**config.mk**
```make
export PLATFORM = sky130hd
export DESIGN_NAME = pe_ec_tiled
export DESIGN_NICKNAME = d
export VERILOG_FILES = /design/src/rtl/pe_ec_tiled_pkg.sv /design/src/rtl/pe_ec_tiled_popcnt.sv /design/src/rtl/pe_ec_tiled.sv
export SDC_FILE = /design/constraint.sdc
export NUM_CORES = 2
export LEC_CHECK = 0
export CORE_AREA = 2 2 636 638
export CTS_BUF_LIST = sky130_fd_sc_hd__clkbuf_8
export DETAILED_ROUTE_END_ITERATION = 10
export DIE_AREA = 0 0 638 640
export GPL_TIMING_DRIVEN = 0
export HOLD_SLACK_MARGIN = 0.02
export PLACE_DENSITY_LB_ADDON = 0.12
export SLEW_MARGIN = 40
export SYNTH_ARGS = -nofsm -noshare
export SYNTH_HDL_FRONTEND = slang
export SYNTH_SLANG_ARGS = --single-unit
```
**constraint.sdc**
```tcl
create_clock -name clk -period 26.9 [get_ports clk]
set_input_delay 5.38 -clock clk [delete_from_list [all_inputs] [get_ports clk]]
set_output_delay 5.38 -clock clk [all_outputs]
set_load 0.02 [all_outputs]
```
**src/rtl/pe_ec_tiled_pkg.sv**
```systemverilog
// Shared types and helpers for the channel-tiled conv/pool/binarize PE.
package pe_ec_tiled_pkg;

  // Processing-element control states.
  typedef enum logic [1:0] {
    ST_IDLE  = 2'd0,
    ST_ACCUM = 2'd1,
    ST_POOL  = 2'd2,
    ST_OUT   = 2'd3
  } state_t;

  // Clamp a derived width to at least one bit.
  function automatic int max1(input int v);
    return (v < 1) ? 1 : v;
  endfunction

  // Row-major pixel index inside a window of the given width.
  function automatic int pix_idx(input int r, input int c, input int width);
    return r * width + c;
  endfunction

endpackage

```
**src/rtl/pe_ec_tiled_popcnt.sv**
```systemverilog
// Combinational XNOR-popcount of one kernel slice against the weight slice.
module bin_popcnt_slice #(
  parameter int N    = 576,
  parameter int PC_W = 10
) (
  input  logic [N-1:0]    i_slice,
  input  logic [N-1:0]    i_weight,
  output logic [PC_W-1:0] o_count
);

  logic [N-1:0] w_match;

  assign w_match = ~(i_slice ^ i_weight);

  // Sum the matching bits.
  always_comb begin
    o_count = '0;
    for (int b = 0; b < N; b++) begin
      o_count = o_count + PC_W'(w_match[b]);
    end
  end

endmodule

```
**src/rtl/pe_ec_tiled.sv**
```systemverilog
// Channel-tiled binary conv + pool + binarize processing element.
// Input stream: a beat transfers when in_valid & in_ready; output stream: a
// result transfers when out_valid & out_ready. Valid is never withdrawn by
// the producer side inside this block, and outputs stay stable while
// out_valid is high and out_ready is low.
module pe_ec_tiled
  import pe_ec_tiled_pkg::*;
#(
  parameter int D             = 512,
  parameter int DP            = 64,
  parameter int FH            = 3,
  parameter int FW            = 3,
  parameter int POOL_H        = 2,
  parameter int POOL_W        = 2,
  parameter int STRIDE_H      = 1,
  parameter int STRIDE_W      = 1,
  parameter int NORMREF_WIDTH = 14,
  localparam int IWH    = (POOL_H - 1) * STRIDE_H + FH,
  localparam int IWW    = (POOL_W - 1) * STRIDE_W + FW,
  localparam int PIDX_W = max1($clog2(POOL_H * POOL_W))
) (
  input  logic                     clk,
  input  logic                     rst_n,
  input  logic                     in_valid,
  output logic                     in_ready,
  input  logic [DP*IWH*IWW-1:0]    data_in,
  input  logic [DP*FH*FW-1:0]      weight_in,
  input  logic [NORMREF_WIDTH-1:0] norm_ref,
  input  logic                     s,
  output logic                     out_valid,
  input  logic                     out_ready,
  output logic                     data_out,
  output logic [PIDX_W-1:0]        pindex,
  output logic [1:0]               dbg_state
);

  localparam int N_K     = POOL_H * POOL_W;
  localparam int N_BEATS = D / DP;
  localparam int KW      = FH * FW * DP;
  localparam int IN_W    = DP * IWH * IWW;
  localparam int ACC_MAX = FH * FW * D;
  localparam int ACC_W   = $clog2(ACC_MAX + 1);
  localparam int PC_W    = $clog2(KW + 1);
  localparam int TW      = ACC_W + NORMREF_WIDTH + 2;
  localparam int BC_W    = max1($clog2(N_BEATS));

  state_t                     r_state;
  logic [BC_W-1:0]            r_beat_cnt;
  logic [ACC_W-1:0]           r_acc [N_K];
  logic [NORMREF_WIDTH-1:0]   r_norm_ref;
  logic                       r_s;
  logic                       r_in_ready;
  logic                       r_out_valid;
  logic                       r_data_out;
  logic [PIDX_W-1:0]          r_pindex;
  logic                       r_sel_res;
  logic [PIDX_W-1:0]          r_sel_k;

  logic [KW-1:0]              w_slice [N_K];
  logic [PC_W-1:0]            w_pc [N_K];
  logic [ACC_W-1:0]           w_sel_acc;
  logic [PIDX_W-1:0]          w_sel_k;
  logic [TW-1:0]              w_nr_ext;
  logic signed [TW-1:0]       w_t;
  logic signed [TW-1:0]       w_two_sel;
  logic                       w_res;

  // Gather the FHxFW pixel slice each conv position sees in the window.
  always_comb begin
    for (int k = 0; k < N_K; k++) begin
      w_slice[k] = '0;
      for (int m = 0; m < FH; m++) begin
        for (int n = 0; n < FW; n++) begin
          w_slice[k][KW-1-(m*FW+n)*DP -: DP] =
            data_in[IN_W-1-pix_idx((k/POOL_W)*STRIDE_H+m, (k%POOL_W)*STRIDE_W+n, IWW)*DP -: DP];
        end
      end
    end
  end

  for (genvar gk = 0; gk < N_K; gk++) begin : g_pc
    bin_popcnt_slice #(.N(KW), .PC_W(PC_W)) u_pc (
      .i_slice  (w_slice[gk]),
      .i_weight (weight_in),
      .o_count  (w_pc[gk])
    );
  end

  // Pick max (s=0) or min (s=1); strict compare keeps the lowest k on ties.
  always_comb begin
    w_sel_acc = r_acc[0];
    w_sel_k   = '0;
    for (int k = 1; k < N_K; k++) begin
      if (r_s ? (r_acc[k] < w_sel_acc) : (r_acc[k] > w_sel_acc)) begin
        w_sel_acc = r_acc[k];
        w_sel_k   = PIDX_W'(k);
      end
    end
  end

  // Exact threshold: compare 2*sel against FH*FW*D + norm_ref in signed math.
  assign w_nr_ext  = {{(TW-NORMREF_WIDTH){r_norm_ref[NORMREF_WIDTH-1]}}, r_norm_ref};
  assign w_t       = $signed(w_nr_ext) + $signed(TW'(ACC_MAX));
  assign w_two_sel = $signed({{(TW-ACC_W-1){1'b0}}, w_sel_acc, 1'b0});
  assign w_res     = r_s ? (w_two_sel < w_t) : (w_two_sel > w_t);

  // Control FSM with accumulators and registered stream outputs.
  always_ff @(posedge clk) begin
    if (!rst_n) begin
      r_state     <= ST_IDLE;
      r_beat_cnt  <= '0;
      for (int k = 0; k < N_K; k++) r_acc[k] <= '0;
      r_norm_ref  <= '0;
      r_s         <= 1'b0;
      r_in_ready  <= 1'b1;
      r_out_valid <= 1'b0;
      r_data_out  <= 1'b0;
      r_pindex    <= '0;
      r_sel_res   <= 1'b0;
      r_sel_k     <= '0;
    end else begin
      case (r_state)
        ST_IDLE: begin
          if (in_valid) begin
            for (int k = 0; k < N_K; k++) r_acc[k] <= ACC_W'(w_pc[k]);
            r_norm_ref <= norm_ref;
            r_s        <= s;
            if (N_BEATS == 1) begin
              r_state    <= ST_POOL;
              r_in_ready <= 1'b0;
            end else begin
              r_state    <= ST_ACCUM;
              r_beat_cnt <= BC_W'(1);
            end
          end
        end
        ST_ACCUM: begin
          if (in_valid) begin
            for (int k = 0; k < N_K; k++) r_acc[k] <= r_acc[k] + ACC_W'(w_pc[k]);
            if (r_beat_cnt == BC_W'(N_BEATS - 1)) begin
              r_state    <= ST_POOL;
              r_in_ready <= 1'b0;
              r_beat_cnt <= '0;
            end else begin
              r_beat_cnt <= r_beat_cnt + BC_W'(1);
            end
          end
        end
        ST_POOL: begin
          r_sel_res <= w_res;
          r_sel_k   <= w_sel_k;
          r_state   <= ST_OUT;
        end
        ST_OUT: begin
          // First OUT cycle presents the result; later cycles wait for the sink.
          if (!r_out_valid) begin
            r_out_valid <= 1'b1;
            r_data_out  <= r_sel_res;
            r_pindex    <= r_sel_k;
          end else if (out_ready) begin
            r_out_valid <= 1'b0;
            r_in_ready  <= 1'b1;
            r_state     <= ST_IDLE;
          end
        end
        default: r_state <= ST_IDLE;
      endcase
    end
  end

  assign in_ready  = r_in_ready;
  assign out_valid = r_out_valid;
  assign data_out  = r_data_out;
  assign pindex    = r_pindex;
  assign dbg_state = r_state;

endmodule

```
After elaboration in Yosys (flattened, before gate mapping)
Memories as Yosys holds them, arrays and structs flattened.
Cells that the tools add are included.

word-level totals
  bits in registers = 28
  bits in writable memories = 52
  bits of input ports = 1,619
  logic and storage cells = 2,402
  memories = 1

operators by class
  $add $sub $neg = 2,306
  magnitude comparators = 8
  equal/unequal tests = 9
  multiplexer cells = 43
  bitwise logic cells = 17
  reduce and logical (&&, ||, !) cells = 8

memory list
  memory  depth  width  rd ports  clocked after Yosys merged registers in  wr ports  line               text
  r_acc   4      13     4         0                                        4         pe_ec_tiled.sv:49  logic [ACC_W-1:0] r_acc [N_K];

operator list
  kind                      count
  $add A10 B1 Y10           2,296
  $not A576 Y576            4
  $xor A576 B576 Y576       4
  $mux W13                  11
  $add A13 B10 Y13          4
  $gt A13 B13 Y1            3
  $lt A13 B13 Y1            3
  $mux W1                   19
  $add A14 B14 Y15 const B  1
  $gt A15 B15 Y1            1
  $lt A15 B15 Y1            1
  $mux W2                   7
  $ne A2 B2 Y1 const B      5
  $reduce_and A5 Y1         2
  $mux W3                   3
  $add A1 B1 Y2             4
  $or A1 B1 Y1              8
  $pmux W2 S4               1
  $pmux W3 S2               1
  $eq A2 B2 Y1 const B      2
  $reduce_and A2 Y1         2
  $reduce_bool A2 Y1        2
  $add A3 B1 Y3 const B     1
  $eq A3 B3 Y1 const B      1
  5 further kinds           5

Longest topological paths before layout
  depth in word-level cells = 579
  mapped depth = 41
  depth with buffers taken out = 40

Modules after synthesis
A second synthesis with hierarchy kept.

second synthesis, totals
  cell total of the unflattened synthesis = 7,998
  area, all modules = 85,011.5 µm²

by module, submodules not included
  module                            instances  cells an instance  area an instance (µm²)  sequential area each (µm²)
  bin_popcnt_slice at g_pc[3].u_pc  1          1,801              19,472.4                0.0
  bin_popcnt_slice at g_pc[2].u_pc  1          1,796              19,442.4                0.0
  bin_popcnt_slice at g_pc[1].u_pc  1          1,793              19,424.9                0.0
  bin_popcnt_slice at g_pc[0].u_pc  1          1,793              19,423.6                0.0
  pe_ec_tiled                       1          815                7,248.2                 2,092.0

Least setup slack after synthesis
Ideal clock, no wire load.

  path type = input to register
  from = input weight_in[520]
  to = memory r_acc[3][9] in the netlist's numbering, data pin
  data arrival time = 15,379 ps
  slack = 11,265 ps
  stages = 37
  buffers on the path = 1
  cell sequence = clkbuf_1 > xnor2_1 > fa_1 > inv_1 > fa_1 > inv_1 > fa_1 > fa_1 > inv_1 > fa_1 > fa_1 > inv_1 > fa_1 > inv_1 > fa_1 > fa_1 > inv_1 > fa_1 > inv_1 > fa_1 > fa_1 > fa_1 > fa_1 > fa_1 > nor2b_1 > o21ai_0 > a21boi_0 > o21ai_0 > nor2b_1 > xnor2_1 > ha_1 > a21oi_1 > o21ai_0 > a31oi_1 > o21bai_1 > xor2_1 > a22o_1

RTL lines
  item             line               text
  start, declared  pe_ec_tiled.sv:27  input logic [DP*FH*FW-1:0] weight_in,
  end, declared    pe_ec_tiled.sv:49

==> out/results.tsv <==
stage	metric	value	unit
route	met2 WL post-DR	344	mm
critical_path	most common cell type on the critical path	fa_1	
synthesis	register area share after synthesis	2.44	%
synthesis	post-synth top area cell	fa_1	
clock_network	CTS tree	built	
sta	skew final	0.0183	ns
route	DR top layer	met5	
worst_hold_path	worst min-delay path category	flip-flop to flip-flop	
sta	Setup Viol. Count Final	0	
synthesis	cells after synthesis	8183	
clock_network	post-CTS sizing	0	
final_layout	Syn-to-layout area delta	24.7	%
synthesis	Netlist cell types	66	
synthesis	synthesized area	85700	um2
critical_path	r2r setup slk	16.90	ns
clock_network	clock buffer depth	2	
critical_path	crit end category	flip-flop	
floorplanning	FP Rows	233	
synthesis	fraction of registers with async set/reset	0	%
sta	Fin. Hold Viols	0	
route	violation count after the first detailed-route iteration	7220	
floorplanning	CORE AREA	401000	um2
sta	Slew @ Worst Pin	1.03	ns
clock_network	Clk pin slew, worst setup/hold paths	0.11	ns
floorplanning	Die Area	408000	um2
synthesis	Synth top area share	52.4	%
clock_network	Clock Sinks	80	
sta	Pins Over Slew Limit	0	
outcome	status	complete, no violations	
worst_hold_path	Hold Crit Start	in_ready	
sta	unrepaired setup endpoints after global routing	no	
final_layout	most common cell after layout, fill and taps aside	inv_1	
critical_path	CP max stage cell	clkdlybuf4s50_1	
route	WL met1	295	mm
worst_hold_path	Min-Delay Endpoint	in_ready	
route	routed len/inst	48.9	um
global_route	GRT Total Usage	35.4	%
route	antenna-violating nets left	0	
route	final wirelength	736	mm
route	Post-route DRC	0	
critical_path	CP Class	input port to flip-flop	
synthesis	Primary FF master, synth	edfxtp_1	
clock_network	Setup Buffers After CTS	0	
clock_network	number of CTS-inserted buffers	9	
worst_hold_path	hold path cells	2	
clock_network	htree depth	3	
job	MaxCap Viol Count	0	
global_route	first-pass GRT wire length	891	mm
critical_path	delay-heaviest family, CP	adder cells	
final_layout	Layout fillers	42894	
placed_design	routability cong.	1.03	
clock_network	Root Buffer	clkbuf_8	
sta	Peak Freq	55.4	MHz
synthesis	number of synthesized flops with an enable pin	49	
global_route	largest net degree at the start of global routing	15	
final_layout	Layout Nets	13899	
placed_design	port bufs	1459	
critical_path	FF-to-FF path depth	34	
global_route	antenna violations before repair	332	
floorplanning	die height	640	um
critical_path	worst-path fanout max	4	
route	vias per std cell	4.49	
placed_design	Setup WS pre-CTS	8.36	ns
critical_path	WP data required	27.11	ns
final_layout	multi-input logic area	74100	um2
clock_network	Clock Latency Late Sink	0.46	ns
sta	final setup margin	8.84	ns
sta	Final Cycle Share	67.1	%
global_route	via count of the first global-routing pass	72371	
floorplanning	Top Ports	1626	
route	via count	67658	
final_layout	most frequent cells in the layout	2317 x inv_1, 2240 x fa_1, 1444 x xor2_1	
critical_path	CP Launch Type	input port	
final_layout	Register Area	2090	um2
sta	setup_tns	0	ns
synthesis	syn_nets	12426	
critical_path	reg-to-reg endpoint	r_sel_res	
floorplanning	die width	638	um
sta	slew margin rel.	31.1	%
synthesis	FF+latch count, synth	80	
critical_path	Buf/Inv on CP	6	
synthesis	Avg Cell Area, Syn	10.5	um2
sta	crit path time final	18.06	ns
synthesis	ranking of synthesized cells by area	fa_1 52%, xor2_1 15%, inv_1 10%, xnor2_1 9.4%, ha_1 5.6%	
synthesis	Synth warnings	0	
placed_design	DPL Wire Length	696	mm
route	drt pass-1 iters	6	
final_layout	layout cells sized above 1	2.47	%
floorplanning	Initial Utilization	21.3	%
critical_path	WP data arrival	18.27	ns
critical_path	r2r startpoint	r_acc[1][10]	
route	metal3 WL	48.0	mm
global_route	Overflow after GRT	0	
clock_network	Hold Buf Count CTS	0	
critical_path	Max stage delay on crit path	0.98	ns
-- per-layer routing --
layer / global-route usage [%] / up-vias
met5: 0 / -
met4: 18.4 / 164
met1: 43.7 / 36803
met3: 6.96 / 990
met2: 58.3 / 3502
li1: - / 26199
-- how the worst max path moves through the flow --
stage          slack [ns]  depth (start not counted)           end            from
4_1_cts              8.91                         35   r_acc[3][9]    data_in[446]
3_5_place_dp         8.36                         36  r_acc[3][10]    data_in[446]
6_report             8.84                         36  r_acc[3][10]    data_in[446]
5_1_grt              8.44                         37  r_acc[3][12]    data_in[642]
2_1_floorplan       11.27                         37   r_acc[3][9]  weight_in[520]
3_3_place_gp         8.06                         32  r_acc[0][11]    data_in[321]
-- cells in the mapped netlist, types with 4 or more instances --
| master | number |
|---|---|
| inv_1 | 2317 |
| fa_1 | 2240 |
| xor2_1 | 1447 |
| xnor2_1 | 916 |
| ha_1 | 384 |
| clkbuf_1 | 192 |
| o21ai_0 | 93 |
| nand2_1 | 77 |
| a21oi_1 | 64 |
| nor2_1 | 54 |
| edfxtp_1 | 49 |
| a22o_1 | 39 |
| dfxtp_1 | 31 |
| a21o_1 | 22 |
| a31oi_1 | 21 |
| nor2b_1 | 20 |
| mux2i_1 | 17 |
| nand3_1 | 17 |
| nor3_1 | 14 |
| nand2b_1 | 13 |
| a221oi_2 | 12 |
| o22a_1 | 12 |
| a21boi_0 | 10 |
| o21a_1 | 10 |
| nor4_1 | 8 |
| o21bai_1 | 8 |
| a211oi_1 | 7 |
| and3_1 | 7 |
| or2_2 | 6 |
| a32o_1 | 5 |
| and2_1 | 5 |
| o211ai_1 | 5 |
| or3_1 | 5 |
| buf_6 | 4 |
| nand4_1 | 4 |
-- kinds of logic after synthesis --
family                   share of synthesized area [%]
buffers and inverters                             11.1
flip-flops                                        2.44
multiplexers                                     0.216
XOR/XNOR                                          24.2
AO/OA/AOI/OAI                                     2.73
AND/OR/NAND/NOR                                   1.40
adder cells (fa/ha/maj)                           58.0
-- state kept, by name, summed over array words and instances, names as in the netlist --
| register | cells |
|---|---|
| r_acc | 52 |
| data_out | 1 |
| pindex | 2 |
| out_valid | 1 |
| in_ready | 1 |
| r_sel_res | 1 |
| r_s | 1 |
| r_beat_cnt | 3 |
| r_sel_k | 2 |
| r_norm_ref | 14 |
| dbg_state | 2 |
-- worst reg2reg max path: cells and delay by family (launching register included) --
family | cells | cell delay (ns)
AOI/OAI and AO/OA | 17 | 3.92
adders and majority gates | 4 | 1.31
buffers and inverters | 4 | 1.36
DFF | 1 | 0.57
muxes | 1 | 0.60
and+or+nand+nor | 8 | 2.11
-- layout make-up --
cell class | instances | area share, %
clock buffers | 9 | 0.116
repair buffers | 1462 | 13.1
diodes | 108 | 0.253
clock inverters | 6 | 0.0633
inverters | 2317 | 8.14
multi-input cells | 5586 | 69.4
well taps | 5287 | 6.19
flip-flops and latches | 80 | 1.96
plain buffers | 200 | 0.788
-- metrics by stage --
stage               area (um2)  cells  utilization, %  hold slack [ns]
floorplan                85700   8183               -            0.434
global placement        107000  14929            26.6            0.453
detailed placement      106000  14932            26.5            0.465
global route            107000  14979            26.6            0.517
CTS                     107000  14947            26.5            0.490
finish                  107000  15055            26.6            0.485
Power is left out: the tool's default activity adds up to more than one toggle a clock period on the data nets, which glitch-free logic cannot reach.
